<file path="src/rtl/fifo_reader.sv">
`default_nettype none
// ============================================================================
// Module   : fifo_reader
// Brief    : Drains an attached FIFO (one-cycle read latency) into a
//            valid/ready stream via a 2-entry skid buffer. Counts delivered
//            words and records sticky read errors.
// Revision : 1.0 - initial release
// ============================================================================
module fifo_reader #(
    parameter int DATA_WIDTH = 4,
    parameter int FIFO_DEPTH = 8
) (
    input  logic                  clk,
    input  logic                  rst,
    input  logic                  go,
    input  logic                  fifo_empty,
    input  logic                  fifo_rd_err,
    input  logic [DATA_WIDTH-1:0] fifo_dout,
    output logic                  fifo_en,
    output logic                  fifo_re,
    output logic [DATA_WIDTH-1:0] out_data,
    output logic                  out_valid,
    input  logic                  out_ready,
    output logic                  busy,
    output logic [7:0]            rd_count,
    output logic                  err
);

    // The FIFO depth only describes the attached FIFO; reject nonsense values.
    if (FIFO_DEPTH < 1) begin : g_bad_depth
        $error("fifo_reader: FIFO_DEPTH must be at least 1");
    end

    typedef enum logic [1:0] {
        ST_IDLE = 2'd0,
        ST_RUN  = 2'd1,
        ST_STOP = 2'd2
    } state_t;

    state_t                r_state;
    state_t                w_next;
    logic                  r_pend;
    logic [1:0]            r_buf_count;
    logic [DATA_WIDTH-1:0] r_buf0;
    logic [DATA_WIDTH-1:0] r_buf1;
    logic [7:0]            r_rd_count;
    logic                  r_err;
    logic                  w_pop;
    logic                  w_push;
    logic [2:0]            w_occ;

    // A returning word is captured only when it answers a read and is error-free.
    assign w_pop  = out_valid & out_ready;
    assign w_push = r_pend & ~fifo_rd_err;
    // Occupancy next cycle if no new read is issued: buffered + in flight - leaving.
    assign w_occ  = {1'b0, r_buf_count} + {2'b00, r_pend} - {2'b00, w_pop};

    assign out_valid = (r_buf_count != 2'd0);
    assign out_data  = r_buf0;
    assign busy      = (r_state != ST_IDLE);
    assign rd_count  = r_rd_count;
    assign err       = r_err;

    // State register.
    always_ff @(posedge clk or negedge rst) begin
        if (!rst) r_state <= ST_IDLE;
        else      r_state <= w_next;
    end

    // Next-state logic plus FIFO enable/read request.
    always_comb begin
        w_next  = r_state;
        fifo_en = 1'b1;
        fifo_re = 1'b0;
        case (r_state)
            ST_IDLE: begin
                fifo_en = 1'b0;
                if (go) w_next = ST_RUN;
            end
            ST_RUN: begin
                fifo_re = ~fifo_empty & (w_occ < 3'd2);
                if (!go) w_next = ST_STOP;
            end
            ST_STOP: begin
                if (go)                                      w_next = ST_RUN;
                else if (!r_pend && (r_buf_count == 2'd0))   w_next = ST_IDLE;
            end
            default: w_next = ST_IDLE;
        endcase
    end

    // Remember whether a read was issued last cycle (data arrives now).
    always_ff @(posedge clk or negedge rst) begin
        if (!rst) r_pend <= 1'b0;
        else      r_pend <= fifo_re;
    end

    // Two-entry skid buffer; r_buf0 is always the oldest word.
    always_ff @(posedge clk or negedge rst) begin
        if (!rst) begin
            r_buf_count <= 2'd0;
            r_buf0      <= '0;
            r_buf1      <= '0;
        end else begin
            case ({w_push, w_pop})
                2'b10: begin
                    if (r_buf_count == 2'd0)      r_buf0 <= fifo_dout;
                    else if (r_buf_count == 2'd1) r_buf1 <= fifo_dout;
                    if (r_buf_count != 2'd2)      r_buf_count <= r_buf_count + 2'd1;
                end
                2'b01: begin
                    r_buf0      <= r_buf1;
                    r_buf_count <= r_buf_count - 2'd1;
                end
                2'b11: begin
                    // Count unchanged; the new word goes behind whatever remains.
                    if (r_buf_count == 2'd1) begin
                        r_buf0 <= fifo_dout;
                    end else begin
                        r_buf0 <= r_buf1;
                        r_buf1 <= fifo_dout;
                    end
                end
                default: ;
            endcase
        end
    end

    // Delivered-word counter (wraps naturally at 8 bits) and sticky error flag.
    always_ff @(posedge clk or negedge rst) begin
        if (!rst) begin
            r_rd_count <= 8'd0;
            r_err      <= 1'b0;
        end else begin
            if (w_pop)       r_rd_count <= r_rd_count + 8'd1;
            if (fifo_rd_err) r_err      <= 1'b1;
        end
    end

endmodule
`default_nettype wire

</file>
<file path="config.mk">
export PLATFORM = sky130hd
export DESIGN_NAME = fifo_reader
export DESIGN_NICKNAME = d
export VERILOG_FILES = /design/src/rtl/fifo_reader.sv
export SDC_FILE = /design/constraint.sdc
export NUM_CORES = 1
export LEC_CHECK = 0
export ABC_AREA = 1
export BUFFER_PORTS_ARGS = -buffer_cell sky130_fd_sc_hd__buf_2
export CAP_MARGIN = 5
export CORE_MARGIN = 1.5
export CORE_UTILIZATION = 30
export DETAILED_ROUTE_END_ITERATION = 10
export PLACE_DENSITY_LB_ADDON = 0.2
export SLEW_MARGIN = 20
export SYNTH_ARGS = -nofsm -noshare
export SYNTH_HDL_FRONTEND = slang
export SYNTH_SLANG_ARGS = --single-unit
</file>
<file path="constraint.sdc">
create_clock -name clk -period 5.37 [get_ports clk]
set_clock_uncertainty 0.05 [all_clocks]
set_input_delay 1.3425 -clock clk [delete_from_list [all_inputs] [get_ports clk]]
set_output_delay 1.3425 -clock clk [all_outputs]
set_load 0.1 [all_outputs]
</file>
# ---- After elaboration in Yosys (flattened, before gate mapping)
# Index checks and enable logic that the tools add are counted.
dict set report totals {
  register_bits 22
  input_bits 10
  out_inout_bits 17
}
dict set report op_classes {
  add_sub_neg 5
  magnitude_cmp 1
  eq_ne 14
  mux 15
  bitwise 5
  n_reduce_logical 13
}
# operator n
set ops {}
lappend ops {{two-way mux 4 bit} 4}
lappend ops {{inequality test 2 bit (second input constant)} 7}
lappend ops {{case mux 4 bit (3 select lines)} 1}
lappend ops {{two-way mux 2 bit} 5}
lappend ops {{adder 8 x 1 -> 8 bit (second input constant)} 1}
lappend ops {{case mux 4 bit (2 select lines)} 1}
lappend ops {{nonzero test 2 bit} 4}
lappend ops {{== test 2 x 1 -> 1 bit (second input constant)} 3}
lappend ops {{== test 2 bit (second input constant)} 3}
lappend ops {{case mux 2 bit (3 select lines)} 1}
lappend ops {{AND reduction 3 bit} 2}
lappend ops {{logical NOT 2 bit} 2}
lappend ops {{case mux 2 bit (2 select lines)} 1}
lappend ops {{AND reduction 2 bit} 2}
lappend ops {{adder 2 x 1 -> 3 bit} 1}
lappend ops {{AND 1 bit} 3}
lappend ops {{less-than comparator 3 x 2 -> 1 bit (second input constant)} 1}
lappend ops {{inequality test 3 bit (second input constant)} 1}
lappend ops {{nonzero test 3 bit} 1}
lappend ops {{subtractor 3 x 1 -> 3 bit} 1}
lappend ops {{adder 2 x 1 -> 2 bit (second input constant)} 1}
lappend ops {{two-way mux 1 bit} 2}
lappend ops {{inverter 1 bit} 2}
lappend ops {{subtractor 2 x 1 -> 2 bit (second input constant)} 1}
lappend ops {{2 further kinds} 2}

# ---- Longest topological paths before layout
dict set report depth {
  depth_word 6
  mapped_depth 10
  ltp_nobuf 10
}

# ---- Worst setup path after synthesis
# OpenSTA, ideal clock, no wires.
dict set report synth_timing {
  path_type {input to output}
  startpoint {input out_ready}
  endpoint {output fifo_re}
  arrival_ns 5.514
  path_slack_ns -1.537
  path_stages 7
  n_path_buf 0
  path_cell_list {inv_2 > nor2_4 > ha_1 > or2_2 > fa_1 > inv_1 > nor4_1}
}
dict set report synth_via {
  elab_chain_len 5
}
# item line_no
set synth_lines {}
lappend synth_lines {{start: declaration} 23} ;# input logic out_ready,
lappend synth_lines {{AND 1 bit} 53} ;# assign w_pop = out_valid & out_ready;
lappend synth_lines {{via w_pop} 48} ;# logic w_pop;
lappend synth_lines {{subtractor 3 x 1 -> 3 bit} 56} ;# assign w_occ = {1'b0, r_buf_count} + {2'b00, r_pend} - {2'b00, w_pop};
lappend synth_lines {{less-than comparator 3 x 2 -> 1 bit} 81} ;# fifo_re = ~fifo_empty & (w_occ < 3'd2);
lappend synth_lines {{AND 1 bit} 81}
lappend synth_lines {{two-way mux 1 bit} 75} ;# case (r_state)
lappend synth_lines {{end: declaration} 20} ;# output logic fifo_re,
# The timed path passes the listed nets, and every way through them passes these cells.

# ---- Final worst setup path
# Same ends and word-level chain as after synthesis.

==> key figures <==
Finish
  • Layout cells sized above 1: 21.00%
  • Final core occ: 37.95%
  • Filler cell count in the final layout: 450
  • Most frequent cells in the layout: 78 x nand2_1, 26 x buf_2, 22 x dfrtp_1
  • Seq. cell area: 550.5 µm²
  • Footprint of the multi-input gates: 663.1 µm²
  • Area Growth Syn to Fin: 20.04%
  • Commonest non-fill, non-tap cell in the layout: nand2_1
  • Post-Layout Inst Area: 1529 µm²
  • Nets: 217
  • Antenna diodes: 0

Worst setup path
  • CP Max Fanout: 8
  • Worst endpoint required time: 3.98 ns
  • R2R depth: 8
  • Crit path arrival time: 3.55 ns
  • WS Path Type: in2out
  • Reg2reg start: r_buf_count[1]$_DFFE_PN0P_
  • Worst Setup SP: out_ready
  • Worst setup EP type: output port
  • Critical path launch point type: input pin
  • Reg2Reg Setup Slack: 2.86 ns
  • Worst R2R End: r_pend$_DFF_PN0_

Floorplanning
  • Initial Util: 31.61%
  • Die X-Extent: 68.16 µm
  • I/O pin cnt: 27
  • Die ar.: 4646 µm²
  • Num rows: 23
  • Die Ht: 68.16 µm
  • Core region area: 4029 µm²

Synth
  • Cell Area, Synth: 1274 µm²
  • Synth Net Count: 187
  • Unique masters post-synth: 23
  • Syn Area/Cell: 7.449 µm²
  • Syn Inst Count: 171
  • Register bit total from synthesis: 22
  • Sequential share of the synthesized area: 43.22%
  • Ys Warns: 0

Timing
  • Unrepaired setup endpoints after global routing: no
  • Max-slew violation count: 0
  • Post-Route Setup TNS: 0 ns
  • Max-Slew Margin vs Limit: 65.65%
  • Min cycle time layout: 4.939 ns
  • Final hold slack: 0.4143 ns
  • Hold Fails Final Rpt: 0
  • Worst-Margin Slew: 0.5152 ns
  • Final Setup Violations: 0
  • F_max: 202.5 MHz
  • Period utilization: 91.97%

GRT
  • Vias in the first global route: 1026
  • Largest net degree at the start of global routing: 23
  • Met3 Track Usage GR: 1.974%
  • GRT overflow: 0
  • M2 GR Usage: 22.33%
  • Total GRT Usage: 12.46%
  • Initial antenna violation count: 0
  • First-pass GRT wire length: 4409 µm
  • Met1 GRT Util: 15.21%
  • Most Crowded Layer GR: met2

CTS
  • Clock Path Buffers: 2
  • Root buffer cell: clkbuf_8
  • CTS tree: yes
  • # resized after CTS: 0
  • Cts bufs inserted: 3
  • Hold_buf cts: 0
  • Post CTS Setup Buffer Count: 0
  • CTS H-Tree Depth: 1
  • Sink Count: 22
  • Worst-path clk slew: 0.09 ns
  • Clk_lat worst skew: 0.26 ns

Placed design
  • Post-DP Area: 1474 µm²
  • Final Wtd Congestion: 0.7443
  • IO Port Bufs: 26
  • Hpwl dp: 1990 µm

Route
  • WL final: 2525 µm
  • Drt pass-1 iters: 4
  • Wirelength per Cell: 10.10 µm
  • Vias per Instance: 4.196
  • Vias: 1049
  • Starting DRT DRC Count: 48
  • Drc violations: 0
  • Remaining antenna violation count: 0

Worst hold path
  • WHS Endpoint: err$_DFFE_PN0P_
  • Hold path startpoint: err$_DFFE_PN0P_
  • Hold Path Cell Cnt: 1
  • Hold WC Path Type: reg2reg

Job
  • Max-Cap Viols: 0

Run status
  • Status: finished clean
==> per-stage QoR <==
step | std cells | setup WS [ns]
after floorplan | 171 | 0.2953
after global placement | 246 | 0.4575
after detailed placement | 246 | 0.4253
after CTS | 250 | 0.4208
after global routing | 250 | 0.3292
final | 250 | 0.4313
==> how the worst max path moves through the flow <==
stage | to | slack [ns] | cells past startpoint
after floorplan | fifo_re | 0.30 | 7
after global placement | fifo_re | 0.46 | 9
after detailed placement | fifo_re | 0.43 | 9
after CTS | fifo_re | 0.42 | 9
after global routing | fifo_re | 0.33 | 9
final | fifo_re | 0.43 | 9
==> registers in the layout, summed over array words and instances (netlist names) <==
signal       flops
r_state          2
err              1
out_data         4
rd_count         8
r_buf1           4
r_buf_count      2
r_pend           1
==> cells by family after synthesis <==
kind of cell,after synthesis,share of synthesized area (%)
DFF,22,43.22
and+or+nand+nor,116,39.49
AOI/OAI and AO/OA,2,0.7859
xor gates and xnor gates,6,4.126
adders and majority gates,6,6.483
buffers and inverters,19,5.894
==> layout make-up <==
cell class	instances	share of cell area, %
clock buffers	4	3.601
well taps	50	4.092
multi-input cells	130	43.37
flip-flops and latches	22	36.01
repair buffers	26	8.511
inverters	18	4.419
==> routing by layer <==
metal,routed length [µm],part of all wire [%]
met1,1264,50
met2,1135,45
met3,100,4.0
met4,23,0.91
met5,0,0
==> critical path, cell delays in order <==
cell    delay (ns)
buf_2         0.15
inv_2         0.06
nor2_4        0.18
ha_1          0.26
or2_2         0.30
fa_1          0.48
inv_1         0.06
nor4_4        0.25
buf_2         0.46
==> Yosys cell counts (all sizes together) <==
cell type	count	area (µm²)
and2	1	6.260
buf	1	7.510
clkinv	1	3.750
dfrtp	22	550.5
fa	1	20.02
ha	5	62.56
inv	17	63.81
nand2	80	310.3
nand3	11	55.05
nand3b	1	7.510
nand4	2	12.51
nor2	15	76.32
nor3	2	10.01
nor4	1	6.260
o21ai	2	10.01
or2	3	18.77
xnor2	2	17.52
xor2	4	35.03
Power is left out: the tool's default activity adds up to more than one toggle a clock period on the data nets, which glitch-free logic cannot reach.
